**config.mk**
```make
export PLATFORM = sky130hd
export DESIGN_NAME = mult_share_arbiter
export DESIGN_NICKNAME = d
export VERILOG_FILES = /design/src/rtl/mult_share_arbiter.sv
export SDC_FILE = /design/constraint.sdc
export NUM_CORES = 1
export LEC_CHECK = 0
export ABC_AREA = 1
export BUFFER_PORTS_ARGS = -buffer_cell sky130_fd_sc_hd__buf_2
export CORE_MARGIN = 1
export CORE_UTILIZATION = 28
export CTS_CLUSTER_SIZE = 12
export DETAILED_ROUTE_END_ITERATION = 10
export PLACE_DENSITY = 0.63
export SYNTH_ARGS = -nofsm -noshare
export SYNTH_HDL_FRONTEND = slang
export SYNTH_SLANG_ARGS = --single-unit
```
**constraint.sdc**
```tcl
create_clock -name clk -period 4.13 [get_ports clk]
set_clock_uncertainty 0.15 [all_clocks]
set_input_delay 0.826 -clock clk [delete_from_list [all_inputs] [get_ports clk]]
set_output_delay 0.826 -clock clk [all_outputs]
set_load 0.05 [all_outputs]
```
**src/rtl/mult_share_arbiter.sv**
```systemverilog
// Round-robin front end that shares one sequential multiplier between NREQ requesters,
// with a watchdog on the multiplier done and a valid/ready response port.
module mult_share_arbiter #(
  parameter int unsigned NREQ    = 4,
  parameter int unsigned WIDTH   = 8,
  parameter int unsigned TIMEOUT = 64,
  parameter int unsigned IDW     = 2
) (
  input  logic                  clk,
  input  logic                  clr_n,
  input  logic [NREQ-1:0]       req_valid,
  input  logic [NREQ*WIDTH-1:0] req_a,
  input  logic [NREQ*WIDTH-1:0] req_b,
  output logic [NREQ-1:0]       req_ready,
  output logic                  mul_start,
  output logic [WIDTH-1:0]      mul_a,
  output logic [WIDTH-1:0]      mul_b,
  input  logic                  mul_done,
  input  logic [2*WIDTH-1:0]    mul_product,
  output logic                  rsp_valid,
  input  logic                  rsp_ready,
  output logic [IDW-1:0]        rsp_id,
  output logic [2*WIDTH-1:0]    rsp_product,
  output logic                  rsp_err,
  output logic                  busy
);

  localparam int unsigned TW = (TIMEOUT > 1) ? $clog2(TIMEOUT) : 1;

  typedef enum logic [1:0] {IDLE, ISSUE, WAIT, RESP} state_t;

  state_t           state;
  state_t           state_nxt;
  logic [IDW-1:0]   ptr;
  logic [TW-1:0]    timer;
  logic             grant_any;
  logic [IDW-1:0]   grant_id;
  logic [IDW-1:0]   scan_id;
  logic [WIDTH-1:0] sel_a;
  logic [WIDTH-1:0] sel_b;
  logic             timed_out;

  assign timed_out = (timer == TW'(TIMEOUT - 1));

  // Round-robin search starting one past the last granted requester.
  always_comb begin
    grant_any = 1'b0;
    grant_id  = '0;
    scan_id   = '0;
    for (int unsigned k = 1; k <= NREQ; k++) begin
      scan_id = IDW'((32'(ptr) + k) % NREQ);
      if (!grant_any && req_valid[scan_id]) begin
        grant_any = 1'b1;
        grant_id  = scan_id;
      end
    end
  end

  always_comb begin
    sel_a = '0;
    sel_b = '0;
    for (int unsigned i = 0; i < NREQ; i++) begin
      if (grant_id == IDW'(i)) begin
        sel_a = req_a[i*WIDTH +: WIDTH];
        sel_b = req_b[i*WIDTH +: WIDTH];
      end
    end
  end

  always_ff @(posedge clk) begin
    if (!clr_n) state <= IDLE;
    else        state <= state_nxt;
  end

  // Accept strobe is only meaningful on an edge that actually latches the winner.
  always_comb begin
    state_nxt = state;
    req_ready = '0;
    case (state)
      IDLE: begin
        if (grant_any) begin
          req_ready[grant_id] = clr_n;
          state_nxt           = ISSUE;
        end
      end
      ISSUE:   state_nxt = WAIT;
      WAIT:    if (mul_done || timed_out) state_nxt = RESP;
      RESP:    if (rsp_ready) state_nxt = IDLE;
      default: state_nxt = IDLE;
    endcase
  end

  always_ff @(posedge clk) begin
    if (!clr_n) begin
      ptr         <= IDW'(NREQ - 1);
      timer       <= '0;
      mul_start   <= 1'b0;
      mul_a       <= '0;
      mul_b       <= '0;
      rsp_valid   <= 1'b0;
      rsp_id      <= '0;
      rsp_product <= '0;
      rsp_err     <= 1'b0;
      busy        <= 1'b0;
    end else begin
      mul_start <= (state == IDLE) && grant_any;
      busy      <= (state_nxt != IDLE);
      case (state)
        IDLE: begin
          if (grant_any) begin
            mul_a  <= sel_a;
            mul_b  <= sel_b;
            rsp_id <= grant_id;
          end
        end
        ISSUE: timer <= '0;
        // A done arriving in the last allowed cycle still beats the watchdog.
        WAIT: begin
          if (mul_done) begin
            rsp_product <= mul_product;
            rsp_err     <= 1'b0;
            rsp_valid   <= 1'b1;
          end else if (timed_out) begin
            rsp_product <= '0;
            rsp_err     <= 1'b1;
            rsp_valid   <= 1'b1;
          end else begin
            timer <= timer + TW'(1);
          end
        end
        RESP: begin
          if (rsp_ready) begin
            rsp_valid <= 1'b0;
            ptr       <= rsp_id;
          end
        end
        default: ;
      endcase
    end
  end

endmodule
```
==> results by group <==
Run status
  • Run status: finished clean

CTS
  • Post-CTS sizing: 0
  • Post-CTS Setup Bufs: 0
  • CTS Buf Count: 5
  • Root Driver: clkbuf_8
  • Worst-Skew Late Latency: 0.29 ns
  • CTS tree: built
  • Clock Path Buffers: 2
  • Sink Count: 48
  • Worst-path clk slew: 0.09 ns
  • H-tree depth: 2
  • CTS Hold Bufs: 0

Critical path
  • Data required, critical path: 3.15 ns
  • CP startpoint kind: flop
  • Crit Path Class: flop to output pin
  • Critical path peak fanout: 13
  • WP data arrival: 2.32 ns
  • CP endpoint kind: output pin

Die
  • Core area: 0.009196 sq mm
  • Die W: 99.33 um
  • Cell Rows: 35
  • Die Height: 99.33 um
  • I/O pins: 130
  • Starting density of the core: 28.84%
  • Die area: 0.009866 sq mm

Hold path
  • Min-Delay Path Class: flop to flop

Logic synthesis
  • Top-area cell type share of the netlist area: 36.23%
  • Leading area contributor after synthesis: dfxtp_1
  • Number of synthesized flops with an enable pin: 0
  • Post-synth top cells: 119 x nand2_1, 50 x nor2_1, 49 x nand3_1
  • Distinct cells, synth: 32
  • Mapped cell area: 0.002653 sq mm
  • Top-count cell post-synth: nand2_1
  • Synth Flop Type: dfxtp_1
  • Yosys reg bits: 48
  • Post-Syn Instances: 398
  • Synth area leaders: dfxtp_1 36%, nand2_1 17%, nand3_1 9.2%
  • Async S/R FF share, synth: 0%
  • Mapped Nets: 487
  • Synthesis Warnings: 0
  • Avg Synthesized Cell Area: 6.665 sq um
  • Sequential fraction of the synthesis area: 36.23%

Timing
  • Min Clock Period, post-route: 3.296 ns
  • Setup_tns: 0 ns
  • Final Max Slew Viols: 0
  • Worst-Margin Slew: 0.7359 ns
  • Worst slew margin: 50.89%
  • Setup-failing EPs final: 0
  • RSZ-0062 raised after global routing: no
  • Period Utilization, post-route: 79.81%
  • Fmax: 0.3034 GHz
  • Worst hold slack: 0.3203 ns
  • Final Hold Violating Endpoints: 0
  • Final WS setup: 0.8337 ns

Detailed routing
  • 1st-iter DRT viols: 118
  • Drt first pass iters: 4
  • WL per Instance: 11.54 um
  • Drt total wl: 7293 um
  • Post-DRT Antenna Nets: 0
  • Total vias in the final route: 2937
  • DRC: 0
  • Vias per cell: 4.647

Finish
  • # nets final: 609
  • Layout cell share with drive strength beyond 1: 33.59%
  • ANT cells: 0
  • # fillers: 992
  • Area grow syn2layout: 30.14%
  • Post-layout util: 37.54%

Pwr
  • PD cells: 423.4 mW/mm^2
  • Peak VDD IR: 144.9 uV
  • Design Power: 1.462 mW
  • P_leak: 1.717 nW

Place
  • Placer Congestion: 0.8777
  • HPWL after DPL: 5553 um
  • Port buffer count: 129
  • Worst Setup Slack post-DPL: 0.8405 ns

Flow run
  • # Max-Cap Violations: 0

Global route
  • Initial antenna violation count: 0
  • Largest net degree at the start of global routing: 33
  • Grt total ovfl: 0
  • Global-route wire length before repair: 12030 um
  • Vias in the first global route: 2721
  • GRT Overall Usage: 14.86%
[worst paths after layout]
path / start / endpoint / slack (ns) / cells past startpoint
worst max register to register: state[1] / busy / 1.31 / 8
worst max-delay path: ptr[0] / req_ready[2] / 0.83 / 11
worst min-delay path: rsp_err / rsp_err / 0.32 / 2
worst min register to register: rsp_err / rsp_err / 0.32 / 2
[power by group]
part	switching (mW)	leakage, nW	internal [mW]
Sequential	0.0283	0.393	0.517
Combinational	0.444	1.27	0.172
Clock	0.163	0.0516	0.137
Total	0.635	1.72	0.826
[state kept, by name, indices dropped and copies added, names as in the netlist]
signal,cells
timer,6
busy,1
rsp_product,16
rsp_err,1
mul_start,1
ptr,2
mul_a,8
mul_b,8
state,2
rsp_valid,1
rsp_id,2
[worst max-delay path, cell delays in order, from the launching register on]
cell and delay, ns:
dfxtp_1 0.56, inv_6 0.09, nand2_1 0.09, nand2_1 0.10
nand2_1 0.07, o21ai_0 0.11, nand3_2 0.12, nand2_1 0.09
nand2_4 0.19, clkinv_8 0.12, nor3_1 0.18, buf_2 0.29
[kinds of logic after synthesis]
group,after synthesis,share of synthesized area [%]
DFF,48,36.23
adders and majority gates,1,0.4716
buffers and inverters,43,8.396
AOI/OAI and AO/OA,52,10.99
and+or+nand+nor,254,43.92
[metal layers]
metal	up-vias	GRT usage [%]	share of wire, %
li1	1538	-	-
met1	1301	17.76	47
met2	96	27.78	48
met3	2	2.108	4.3
met4	0	3.733	0.75
met5	-	0	0
[through the flow]
step | instances | area, sq um
6_report | 632 | 3452
3_3_place_gp | 624 | 3356
3_5_place_dp | 624 | 3356
5_1_grt | 632 | 3452
4_1_cts | 632 | 3452
2_1_floorplan | 398 | 2653
[layout make-up]
cell class,instances,area (sq um),share of cell area (%)
multi-input combinational,307,1469,42.55
sequential,48,960.9,27.84
timing repair buffer,131,660.6,19.14
tap,111,138.9,4.023
inverter,27,126.4,3.661
clock buffer,6,82.58,2.392
clock inverter,2,13.76,0.3987
[placed cells by master (no fill, tap or decap), types with 2 or more instances in the layout]
cell / count
inv_2: 4
nor2_4: 3
o21ai_1: 2
clkbuf_8: 6
inv_1: 19
dfxtp_1: 48
nand3_1: 49
a211oi_1: 2
nor3_1: 5
inv_6: 2
nor2_1: 50
buf_4: 2
nor3b_1: 2
nand4_1: 6
nand2_1: 119
buf_2: 129
nand3_2: 2
nand2_4: 4
nand2_2: 9
a21oi_1: 25
a21oi_2: 7
o21ai_0: 16
Note: power is estimated with default switching activity, not from simulation.
